`src/rtl/flex_down_timer_if.sv`:
```
// ---------------------------------------------------------------------------
// flex_down_timer_if
// Control/status bundle between a controller and the flex_down_timer.
//   clear        : synchronous abort back to idle
//   start        : request to load load_val and begin counting
//   count_enable : one decrement tick per high cycle
//   load_val     : period, sampled only when start is accepted
//   auto_reload  : periodic-mode request (used only in reload builds)
//   count_out    : remaining ticks
//   busy         : high while the timer is counting
//   done         : one-cycle completion strobe
// Modports: master = controller side, slave = timer side.
// ---------------------------------------------------------------------------
interface flex_down_timer_if #(
   parameter int NUM_CNT_BITS = 9
);
   logic                    clear;
   logic                    start;
   logic                    count_enable;
   logic [NUM_CNT_BITS-1:0] load_val;
   logic                    auto_reload;
   logic [NUM_CNT_BITS-1:0] count_out;
   logic                    busy;
   logic                    done;

   modport master (
      output clear, start, count_enable, load_val, auto_reload,
      input  count_out, busy, done
   );

   modport slave (
      input  clear, start, count_enable, load_val, auto_reload,
      output count_out, busy, done
   );
endinterface

```
`src/rtl/flex_down_timer.sv`:
```
// ---------------------------------------------------------------------------
// flex_down_timer
// Load-and-count-down timer. A start request loads a period, the count is
// decremented on each count_enable tick, and done pulses for one cycle when
// the count reaches zero. A zero period completes immediately.
// Ports:
//   clk   : system clock, all state on the rising edge
//   n_rst : asynchronous active-low reset
//   bus   : flex_down_timer_if.slave (clear/start/count_enable/load_val/
//           auto_reload in, count_out/busy/done out, all outputs registered)
// Build option: define FLEX_DOWN_TIMER_RELOAD_EN to honour auto_reload, which
// reloads the latched period at each terminal tick and keeps the timer
// running (periodic strobe). Without it auto_reload has no effect.
// ---------------------------------------------------------------------------
module flex_down_timer #(
   parameter int NUM_CNT_BITS = 9
) (
   input  logic                 clk,
   input  logic                 n_rst,
   flex_down_timer_if.slave     bus
);

   typedef enum logic [1:0] {
      IDLE = 2'b00,
      RUN  = 2'b01,
      DONE = 2'b10
   } state_t;

   localparam logic [NUM_CNT_BITS-1:0] CNT_ZERO = {NUM_CNT_BITS{1'b0}};
   localparam logic [NUM_CNT_BITS-1:0] CNT_ONE  = {{(NUM_CNT_BITS-1){1'b0}}, 1'b1};

   state_t                  state_r, state_s;
   logic [NUM_CNT_BITS-1:0] count_r, count_s;
   logic [NUM_CNT_BITS-1:0] period_r, period_s;
   logic                    busy_r, busy_s;
   logic                    done_r, done_s;
   logic                    reload_s;

`ifdef FLEX_DOWN_TIMER_RELOAD_EN
   assign reload_s = bus.auto_reload;
`else
   // auto_reload and the latched period have no consumer in this build.
   logic unused_s;
   assign reload_s = 1'b0;
   assign unused_s = ^{bus.auto_reload, period_r};
`endif

   assign bus.count_out = count_r;
   assign bus.busy      = busy_r;
   assign bus.done      = done_r;

   // State, count, period and output registers.
   always_ff @(posedge clk or negedge n_rst) begin
      if (!n_rst) begin
         state_r  <= IDLE;
         count_r  <= CNT_ZERO;
         period_r <= CNT_ZERO;
         busy_r   <= 1'b0;
         done_r   <= 1'b0;
      end else begin
         state_r  <= state_s;
         count_r  <= count_s;
         period_r <= period_s;
         busy_r   <= busy_s;
         done_r   <= done_s;
      end
   end

   // Next-state and next-output logic; outputs are computed one cycle ahead
   // so that they can be registered alongside the state.
   always_comb begin
      state_s  = state_r;
      count_s  = count_r;
      period_s = period_r;
      busy_s   = busy_r;
      done_s   = 1'b0;

      if (bus.clear) begin
         state_s = IDLE;
         count_s = CNT_ZERO;
         busy_s  = 1'b0;
         done_s  = 1'b0;
      end else begin
         case (state_r)
            IDLE, DONE: begin
               if (bus.start) begin
                  if (bus.load_val != CNT_ZERO) begin
                     state_s  = RUN;
                     period_s = bus.load_val;
                     count_s  = bus.load_val;
                     busy_s   = 1'b1;
                  end else begin
                     // Zero period: complete straight away.
                     state_s = DONE;
                     count_s = CNT_ZERO;
                     busy_s  = 1'b0;
                     done_s  = 1'b1;
                  end
               end else begin
                  state_s = IDLE;
                  busy_s  = 1'b0;
               end
            end

            RUN: begin
               if (bus.count_enable) begin
                  if (count_r > CNT_ONE) begin
                     count_s = count_r - CNT_ONE;
                  end else if (reload_s) begin
                     // Terminal tick in periodic mode: strobe and restart.
                     count_s = period_r;
                     done_s  = 1'b1;
                  end else begin
                     // Terminal tick (count of 1); a count of 0 never
                     // occurs in RUN, so nothing can underflow here.
                     state_s = DONE;
                     count_s = CNT_ZERO;
                     busy_s  = 1'b0;
                     done_s  = 1'b1;
                  end
               end else begin
                  count_s = count_r;
               end
            end

            default: begin
               state_s = IDLE;
               count_s = CNT_ZERO;
               busy_s  = 1'b0;
               done_s  = 1'b0;
            end
         endcase
      end
   end

endmodule
```
`src/flat_wrapper.sv`:
```
// flat-port wrapper written by rule: the top's interface ports become plain ports
module flex_down_timer_flat 
#(
   parameter int NUM_CNT_BITS = 9
)
  (clk, n_rst, bus_clear, bus_start, bus_count_enable, bus_load_val, bus_auto_reload, bus_count_out, bus_busy, bus_done);
  flex_down_timer_if #(.NUM_CNT_BITS(NUM_CNT_BITS)) bus_i ();
  input  logic clk;
  input  logic n_rst;
  input wire logic [$bits(bus_i.clear)-1:0] bus_clear;
  input wire logic [$bits(bus_i.start)-1:0] bus_start;
  input wire logic [$bits(bus_i.count_enable)-1:0] bus_count_enable;
  input wire logic [$bits(bus_i.load_val)-1:0] bus_load_val;
  input wire logic [$bits(bus_i.auto_reload)-1:0] bus_auto_reload;
  output wire logic [$bits(bus_i.count_out)-1:0] bus_count_out;
  output wire logic [$bits(bus_i.busy)-1:0] bus_busy;
  output wire logic [$bits(bus_i.done)-1:0] bus_done;
  assign bus_i.clear = bus_clear;
  assign bus_i.start = bus_start;
  assign bus_i.count_enable = bus_count_enable;
  assign bus_i.load_val = bus_load_val;
  assign bus_i.auto_reload = bus_auto_reload;
  assign bus_count_out = bus_i.count_out;
  assign bus_busy = bus_i.busy;
  assign bus_done = bus_i.done;
  flex_down_timer #(.NUM_CNT_BITS(NUM_CNT_BITS)) u_core (.clk(clk), .n_rst(n_rst), .bus(bus_i));
endmodule
```
`config.mk`:
```
export PLATFORM = sky130hd
export DESIGN_NAME = flex_down_timer_flat
export DESIGN_NICKNAME = d
export VERILOG_FILES = /design/src/rtl/flex_down_timer_if.sv /design/src/rtl/flex_down_timer.sv /design/src/flat_wrapper.sv
export SDC_FILE = /design/constraint.sdc
export NUM_CORES = 1
export LEC_CHECK = 0
export BUFFER_PORTS_ARGS = -buffer_cell sky130_fd_sc_hd__buf_4
export CORE_UTILIZATION = 43
export CTS_CLUSTER_SIZE = 25
export DETAILED_ROUTE_END_ITERATION = 12
export GPL_TIMING_DRIVEN = 0
export PLACE_DENSITY_LB_ADDON = 0.05
export SYNTH_ARGS = -nofsm -noshare
export SYNTH_HDL_FRONTEND = slang
export SYNTH_SLANG_ARGS = --single-unit
```
`constraint.sdc`:
```
create_clock -name clk -period 4.8 [get_ports clk]
set_clock_uncertainty 0.05 [all_clocks]
set_input_delay 0.96 -clock clk [delete_from_list [all_inputs] [get_ports clk]]
set_output_delay 0.96 -clock clk [all_outputs]
set_load 0.05 [all_outputs]
```
==> reports/results.txt, run 1 <==
hpwl dp: 1460 um
ratio of cells with drive above 1 in the final layout: 0.298
critical path class: in2reg
hold depth: 1
register clock-pin slew on the reported worst setup and hold paths: 0.08 ns
CTS buffer count: 3
Vias/cell: 5.77
DRC errors left: 0
Mapped Nets: 103
I/O pins: 26
Vias: 802
Clock Path Buffers: 2
Detailed Route Iter0 Violations: 24
count of pins over their slew limit: 0
number of port buffers: 24
initial antenna violation count: 0
r2r worst-path depth: 6
fill cell count: 176
global route total overflow: 0
WL/cell: 14.1 um
chip width: 45.3 um
postcts setup bufs: 0
Synth Warn #: 0
maximum clock frequency: 0.460 GHz
Worst EP arrival: 2.33 ns
CTS tree: yes
RSZ-0062 raised after global routing: no
Final Cycle Share: 0.453
post-route cell area: 1040 um2
flops & latches, synth: 13
routability cong.: 0.793
R2R setup slack: 2.85 ns
Rows: 15
Max Cap Viol: 0
final hold violation count: 0
synth-to-layout area growth: 29.5%
gr usage total: 0.226
count of cell types in the netlist: 35
Slew HR: 0.400
PwrDens: 360 nW/um2
Min Hold Slack: 0.437 ns
mapped cell area: 806 um2
Cells after Synth: 86
Setup TNS: 0 ns
met3 usage: 0.0360
commonest non-fill, non-tap cells in the layout: buf_4, dfrtp_1, o21ai_0, a22oi_1, nor2_1
total die area: 2050 um2
Sinks on Clock Net: 13
post-layout util: 0.598
VDD IR max: 0.000201 V
Worst Path Required: 4.95 ns
ANT nets after route: 0
clk root buf: clkbuf_4
Startpoint Class: input pin
core area: 1750 um2
largest net degree at the start of global routing: 14
critical path capture point type: flop
first drt pass iteration count: 4
status: finished, final reports clean
cts repair resizes: 0
minimum clock period: 2.18 ns
Worst-Skew Late Latency: 0.28 ns
met2 Resource Use GR: 0.330
nets@finish: 132
number of global-route vias before repair: 728
setup violators final: 0
first-pass GRT wire length: 3270 um
hold-fix buffers at CTS: 0
leakage: 0.481 nW
Initial Util: 0.462
H-tree levels: 1
Post-Route WL: 1950 um
grt met1 use: 0.325
GR peak layer: met2
antenna cells: 0
Placed Area: 1020 um2
Synth Area per Inst: 9.37 um2
HP Class: reg2reg
worst slew pin tran: 0.887 ns
Die H: 45.3 um
most common cell after layout, fill and taps aside: buf_4
largest fanout on the critical path: 5
sequential share of the synthesized area: 0.404
cell type report:
cell class | instances | area, um2 | share of cell area
buffer | 2 | 8.76 | 0.00839
clock buffer | 4 | 26.3 | 0.0252
inverter | 4 | 15.0 | 0.0144
multi-input combinational | 67 | 457 | 0.438
sequential | 13 | 325 | 0.312
tap | 25 | 31.3 | 0.0300
timing repair buffer | 24 | 180 | 0.173
critical path, cell delays in order:
cell,delay (ns)
buf_4,0.12
nor4bb_1,0.76
nand2_1,0.26
o211ai_1,0.22
routing by layer:
metal | share of wire | vias to the layer above
met5 | 0 | -
met4 | 0.025 | 0
met3 | 0.066 | 7
met2 | 0.44 | 28
met1 | 0.46 | 377
li1 | - | 390
logic make-up (layout without fill, tap and decap cells):
family / Yosys count / count (layout) / synth area share
compound gates: 29 / 29 / 0.244
xor+xnor: 1 / 1 / 0.0109
fa+ha+maj: 2 / 2 / 0.0311
buf+inv: 6 / 34 / 0.0295
flops: 13 / 13 / 0.404
mux: 1 / 1 / 0.0124
simple gates: 34 / 34 / 0.269
registers in the layout (all words and copies together) (netlist names):
name / cells
u_core.bus.count_out: 9
u_core.bus.busy: 1
u_core.bus.done: 1
u_core.state_r: 2
Yosys cell counts:
library cell   n  area [um2]
buf_2          1        5.00
or4_4          1        11.3
a31oi_1        1        6.26
nor4_2         2        25.0
mux2i_1        1        10.0
or3_2          1        7.51
nand4bb_1      1        11.3
nor3_1         5        25.0
clkbuf_1       1        3.75
o21ai_1        2        10.0
nand2_1        5        18.8
a21o_1         1        7.51
o21ai_0        7        35.0
a221o_1        1        10.0
or2_1          1        6.26
ha_1           2        25.0
o2bb2ai_1      1        8.76
o211a_1        1        10.0
nor4bb_1       1        10.0
o2111ai_1      1        8.76
o211ai_1       2        15.0
nand4_1        2        12.5
inv_1          4        15.0
or4b_4         1        13.8
nor2_1         6        22.5
xnor2_1        1        8.76
and3_1         2        12.5
dfrtp_1       13         325
a22oi_1        7        52.6
o21ba_2        1        10.0
a21oi_1        3        15.0
nand3_1        1        5.00
nor4_1         2        12.5
nor3b_1        3        22.5
o21a_1         1        7.51
report_power, final:
part	internal [mW]	switching, mW	total (mW)	leakage [nW]
clock network	0.0323	0.0379	0.0702	0.0150
registers	0.122	0.0215	0.144	0.174
logic	0.0641	0.0979	0.162	0.292
total	0.219	0.157	0.376	0.481
path summary, 6_finish.rpt:
path                                         start                      end
setup reg to reg           u_core.bus.count_out[0]  u_core.bus.count_out[8]
hold reg to reg                    u_core.bus.busy          u_core.bus.busy
setup / recovery                         bus_clear  u_core.bus.count_out[4]
min in group asynchronous                    n_rst  u_core.bus.count_out[4]
hold / removal                     u_core.bus.busy          u_core.bus.busy
max in group asynchronous                    n_rst  u_core.bus.count_out[2]
through the flow:
stage                     std cells  worst slack (ns)  total power [mW]
after CTS                       139              2.64             0.376
after global placement          135              2.40             0.305
final                           139              2.62             0.376
after detailed placement        135              2.37             0.307
after floorplan                  86              2.75             0.258
after global routing            139              2.49             0.398
Power figures use the tool's default switching activity.
==> run 2, diff against run 1 <==
ABC_AREA = 1   (was unset)
clock period = 1.9 ns   (was 4.8 ns; I/O delays follow)
==> run 2 against run 1 <==
Sequential cell count unchanged. Global-route usage up 0.83 points. First-iteration DRC count up 88%. Count of clock-buffer cells in the layout unchanged. Worst hold slack worse by 0.078 ns.
==> reports/results.txt, run 2 <==
status: finished, final reports clean
HP Class: in2reg
PwrDens: 991 nW/um2 (+180%)
total die area: 2280 um2 (+11%)
first-pass GRT wire length: 3700 um (+13%)
slack of the critical path: 0.295 ns (-2.33 ns)
critical path cell sequence: nor2_1 -> nand2_1 -> nor2_1 -> nand2_1 -> nand3_1 -> o21ai_0 -> nand2_1 -> nand2_1
sequential share of power: 0.328 (-0.054)
synth-to-layout area growth: 27.9%
Initial Util: 0.458 (-0.00374)
most frequent cells after synthesis: nand2_1, nor2_1, dfrtp_1
Cells after Synth: 136 (+58%)
first drt pass iteration count: 4 (unchanged)
Synth area leaders: dfrtp_1, nand2_1, nor2_1
DRC errors left: 0 (unchanged)
largest net degree at the start of global routing: 14 (unchanged)
count of cell types in the netlist: 19 (-46%)
Slew HR: 0.626 (+0.226)
Max Cap Viol: 0 (unchanged)
RSZ-0062 raised after global routing: no
final hold violation count: 0 (unchanged)
Post-Route WL: 2260 um (+16%)
Die H: 47.7 um (+5.3%)
cts repair resizes: 0 (unchanged)
part of the power in combinational logic: 0.516 (+0.085)
Buf+Inv Stages, Crit Path: 0 (-1)
Rows: 16 (+1)
antenna cells: 0 (unchanged)
Placed Area: 1110 um2 (+9.3%)
Clock Path Buffers: 2 (unchanged)
Synth Area per Inst: 6.61 um2 (-29%)
Switching Share: 0.481 (+0.0626)
core area: 1960 um2 (+12%)
register clock-pin slew on the reported worst setup and hold paths: 0.09 ns (about the same)
initial antenna violation count: 0 (unchanged)
Sinks on Clock Net: 13 (unchanged)
H-tree levels: 1 (unchanged)
number of global-route vias before repair: 839 (+15%)
internal power: 0.591 mW (+170%)
CTS buffer count: 3 (unchanged)
critical path class: reg2reg
area share of the largest cell type after synthesis: 0.362 (-0.0416)
I/O pins: 26 (unchanged)
pre-CTS setup slack: 0.263 ns (-2.11 ns)
Placed Cells: 187 (+39%)
CP max stage delay: 0.44 ns (-0.32 ns)
critical path capture point type: flop
sequential share of the synthesized area: 0.362 (-0.0416)
hpwl dp: 1710 um (+17%)
number of port buffers: 24 (unchanged)
Final Instance Count excl. Fillers: 192 (+38%)
CP max-delay cell: dfrtp_1
minimum clock period: 1.60 ns
Detailed Route Iter0 Violations: 45 (+88%)
Top FF cell, synth: dfrtp_1
asr flop ratio synth: 1.00 (unchanged)
NetSw: 0.548 mW (+250%)
most common cell after layout, fill and taps aside: nand2_1
Worst EP arrival: 1.73 ns (-0.60 ns)
VDD IR max: 0.000476 V (+140%)
Startpoint Class: flop
Setup TNS: 0 ns (unchanged)
nets@finish: 183 (+39%)
routability cong.: 0.883 (+11%)
ratio of cells with drive above 1 in the final layout: 0.200 (-0.0982)
largest fanout on the critical path: 7 (+2)
ANT nets after route: 0 (unchanged)
Synth Warn #: 0 (unchanged)
Synth area leader: dfrtp_1
Post-synth EDFFs: 0 (unchanged)
count of pins over their slew limit: 0 (unchanged)
clk root buf: clkbuf_4
post-route cell area: 1150 um2 (+10%)
CTS tree: yes
Clk pwr share: 0.156 (-0.031)
top-count cell post-synth: nand2_1
Worst-Skew Late Latency: 0.28 ns (about the same)
Largest register FFs: 9 (unchanged)
commonest non-fill, non-tap cells in the layout: nand2_1, buf_4, nor2_1, dfrtp_1
mapped cell area: 898 um2 (+11%)
worst slew pin tran: 0.561 ns (-0.326 ns)
setup violators final: 0 (unchanged)
Worst Path Required: 2.03 ns (-2.92 ns)
Vias: 959 (+20%)
Most Frequent Cell on Critical Path: nand2_1
Final Cycle Share: 0.845
leakage: 0.637 nW (+32%)
WL/cell: 11.8 um (-16%)
Mapped Nets: 153 (+49%)
flops & latches, synth: 13 (unchanged)
chip width: 47.7 um (+5.3%)
cell family contributing the most delay on the critical path: simple AND/OR/NAND/NOR gates
gr usage total: 0.234 (+0.00835)
maximum clock frequency: 0.623 GHz
Vias/cell: 4.99 (-13%)
fill cell count: 212 (+20%)
global route total overflow: 0 (unchanged)
==> run 2: worst paths after layout <==
path                                          from                       to  slack [ns]  cells past startpoint
min in group asynchronous                    n_rst  u_core.bus.count_out[7]        0.43                      2
max in group asynchronous                    n_rst  u_core.bus.count_out[4]        1.19                      2
setup reg to reg           u_core.bus.count_out[2]  u_core.bus.count_out[2]        0.30                      8
hold / removal                     bus_load_val[0]  u_core.bus.count_out[0]        0.36                      5
setup / recovery           u_core.bus.count_out[2]  u_core.bus.count_out[2]        0.30                      8
hold reg to reg                    u_core.bus.busy          u_core.bus.busy        0.47                      2
==> run 2: timing repair <==
| action | in CTS | in global routing |
|---|---|---|
| buffers inserted | 0 | 0 |
| hold buffers | 1 | 0 |
| endpoints found under the hold margin | 13 | 0 |
==> run 2: kinds of logic (layout without fill, tap and decap cells) <==
kind of cell	count (synthesis)	count (layout)	share of synthesized area
compound gates	13	13	0.100
xor+xnor	3	3	0.0293
fa+ha+maj	2	2	0.0279
buf+inv	15	44	0.0682
flops	13	13	0.362
simple gates	90	90	0.412
==> run 2: cell type report <==
cell class / count / area [um2] / area share
Tap cell: 27 / 33.8 / 0.0294
Clock buffer: 4 / 26.3 / 0.0229
Timing Repair Buffer: 25 / 190 / 0.166
Multi-Input combinational cell: 108 / 512 / 0.446
Sequential cell: 13 / 325 / 0.283
Buffer: 1 / 8.76 / 0.00763
Inverter: 14 / 52.6 / 0.0458
==> run 2: routing by layer <==
layer | GRT usage | wire (um) | part of all wire | vias up
met3 | 0.0340 | 134 | 0.059 | 2
met5 | 0 | 0 | 0 | -
met2 | 0.354 | 1030 | 0.46 | 42
met4 | 0.0833 | 13 | 0.0058 | 0
li1 | - | - | - | 489
met1 | 0.339 | 1080 | 0.48 | 426
==> run 2: power groups by stage <==
stage | logic (mW) | clock network (mW) | registers (mW)
4_1_cts | 0.587 | 0.180 | 0.373
6_report | 0.588 | 0.177 | 0.373
3_5_place_dp | 0.581 | 0 | 0.379
2_1_floorplan | 0.293 | 0 | 0.499
5_1_grt | 0.659 | 0.199 | 0.381
3_3_place_gp | 0.576 | 0 | 0.378
==> run 2: tightest hold or removal path: stages <==
cell     delay [ns]
buf_4          0.09
nand2_1        0.04
o21ai_0        0.06
nand2_1        0.05
nand2_1        0.05
==> run 2: stage by stage <==
stage,util,hold slack [ns],power (mW)
finish,0.585,0.359,1.14
global route,0.585,0.383,1.24
global placement,0.567,0.189,0.954
detailed placement,0.567,0.192,0.960
floorplan,-,0.0344,0.792
CTS,0.585,0.361,1.14
==> run 3, diff against run 2 <==
ABC_AREA = 0   (was 1)
clock period = 1.38 ns   (was 1.9 ns; I/O delays follow)
==> run 3 against run 2 <==
The run now ends with negative setup slack left. Clock power rose by 35%. Routed wire length rose by 22%. Sequential cell count did not move. Final cell count fell by 19%. Via count fell by 0.21%. First-iteration DRC count fell by 58%. Combinational power rose by 63%. Non-clock buffer count rose by 17.
==> reports/results.txt, run 3 (synthesis results as in run 1) <==
RSZ-0062 raised after global routing: yes
largest net degree at the start of global routing: 14 (unchanged)
most common cell after layout, fill and taps aside: buf_4
part of the power in combinational logic: 0.559 (+0.043)
chip width: 45.3 um (-5.1%)
internal power: 0.997 mW (+69%)
Rows: 15 (-1)
Final Power: 1.71 mW (+50%)
DRC errors left: 0 (unchanged)
largest fanout on the critical path: 2 (-5)
initial antenna violation count: 0 (unchanged)
minimum clock period: 1.77 ns (+0.160 ns)
PwrDens: 1260 nW/um2 (+27%)
Slew HR: 0.633 (+0.00718)
number of port buffers: 24 (unchanged)
Sinks on Clock Net: 13 (unchanged)
antenna cells: 0 (unchanged)
nets@finish: 149 (-19%)
Clk pwr share: 0.140 (-0.016)
slack of the critical path: -0.385 ns (-0.680 ns)
Max Cap Viol: 0 (unchanged)
hpwl dp: 1610 um (-6.1%)
Startpoint Class: flop
Worst-Skew Late Latency: 0.28 ns (about the same)
first-pass GRT wire length: 3990 um (+7.8%)
Worst EP arrival: 1.88 ns (+0.15 ns)
NetSw: 0.714 mW (+30%)
Worst Path Required: 1.50 ns (-0.53 ns)
WL/cell: 17.6 um (+50%)
number of global-route vias before repair: 889 (+6.0%)
Setup TNS: -3.62 ns (-3.62 ns)
critical path class: reg2reg
count of pins over their slew limit: 0 (unchanged)
fill cell count: 121 (-43%)
Clock Path Buffers: 2 (unchanged)
Die H: 45.3 um (-5.1%)
Detailed Route Iter0 Violations: 19 (-58%)
leakage: 0.600 nW (-5.8%)
core area: 1750 um2 (-11%)
ratio of cells with drive above 1 in the final layout: 0.595 (+0.395)
ANT nets after route: 0 (unchanged)
Initial Util: 0.462 (+0.00374)
synth-to-layout area growth: 68.5%
register clock-pin slew on the reported worst setup and hold paths: 0.08 ns (about the same)
Final Cycle Share: 1.28 (+0.434)
clk root buf: clkbuf_4
CTS buffer count: 3 (unchanged)
status: finished with violations
Post-Route WL: 2750 um (+22%)
VDD IR max: 0.000990 V (+110%)
gr usage total: 0.280 (+0.0453)
setup violators final: 14 (+14)
CTS tree: yes
total die area: 2050 um2 (-9.9%)
global route total overflow: 0 (unchanged)
Switching Share: 0.417 (-0.0636)
final hold violation count: 0 (unchanged)
sequential share of power: 0.302 (-0.026)
I/O pins: 26 (unchanged)
first drt pass iteration count: 4 (unchanged)
maximum clock frequency: 0.567 GHz (-9.1%)
violations in the final reports: negative setup slack
H-tree levels: 1 (unchanged)
Vias: 957 (-0.21%)
commonest non-fill, non-tap cells in the layout: buf_4, buf_6, dfrtp_2, a22oi_1
worst slew pin tran: 0.549 ns (-0.0120 ns)
critical path capture point type: flop
Vias/cell: 6.13 (+23%)
Largest register FFs: 9 (unchanged)
routability cong.: 0.859 (-2.8%)
pre-CTS setup slack: -0.505 ns (-0.767 ns)
HP Class: in2reg
==> run 3: stage by stage <==
stage | cell area [um2] | hold WS (ns) | instances | util
after global routing | 1360 | 0.191 | 156 | 0.778
after global placement | 1070 | 0.0775 | 135 | 0.614
final | 1360 | 0.195 | 156 | 0.778
after CTS | 1270 | 0.194 | 152 | 0.729
after detailed placement | 1070 | 0.0797 | 135 | 0.614
after floorplan | 861 | -0.0696 | 86 | -
==> run 3: timing repair <==
| action | 4_1_cts | 5_1_grt |
|---|---|---|
| setup endpoints to repair | 13 | 15 |
| setup buffers | 12 | 4 |
| pin swaps | 8 | 9 |
| endpoints found under the hold margin | 13 | 0 |
| hold buffers | 1 | 0 |
| gates resized for setup | 17 | 18 |
==> run 3: layer usage <==
layer,up-vias,global-route usage,share of wire
li1,428,-,-
met1,464,0.333,0.39
met2,53,0.443,0.49
met3,12,0.0800,0.077
met4,0,0.170,0.042
met5,-,0,0
==> run 3: area by class of cell <==
| class | count | area [um2] | area share |
|---|---|---|---|
| clock buffers | 4 | 26.3 | 0.0194 |
| plain buffers | 2 | 10.0 | 0.00737 |
| inverters | 4 | 17.5 | 0.0129 |
| multi-input cells | 67 | 586 | 0.431 |
| flip-flops and latches | 13 | 335 | 0.247 |
| repair buffers | 41 | 352 | 0.259 |
| well taps | 25 | 31.3 | 0.0230 |
==> run 3: power groups by stage <==
stage / Clock [mW] / Sequential, mW / Combinational (mW)
6_report: 0.239 / 0.516 / 0.956
5_1_grt: 0.266 / 0.523 / 1.00
4_1_cts: 0.243 / 0.508 / 0.824
3_5_place_dp: 0 / 0.519 / 0.632
3_3_place_gp: 0 / 0.516 / 0.626
2_1_floorplan: 0 / 0.642 / 0.319
==> run 3: worst max-delay path: stages, from the launching register on <==
cell and delay (ns):
dfrtp_2 0.43, inv_4 0.07, ha_4 0.13, or4b_4 0.48, nor4_4 0.15, o2bb2ai_1 0.09, a221o_1 0.26
==> run 3: path summary, 6_finish.rpt <==
path,start,endpoint,slack (ns),cells past startpoint
min reg2reg,u_core.bus.busy,u_core.bus.busy,0.43,1
max in group asynchronous,n_rst,u_core.bus.count_out[1],0.78,2
min in group asynchronous,n_rst,u_core.state_r[0],0.32,2
max,u_core.bus.count_out[1],u_core.bus.count_out[8],-0.39,6
max reg2reg,u_core.bus.count_out[1],u_core.bus.count_out[8],-0.39,6
min,bus_load_val[8],u_core.bus.count_out[8],0.19,2
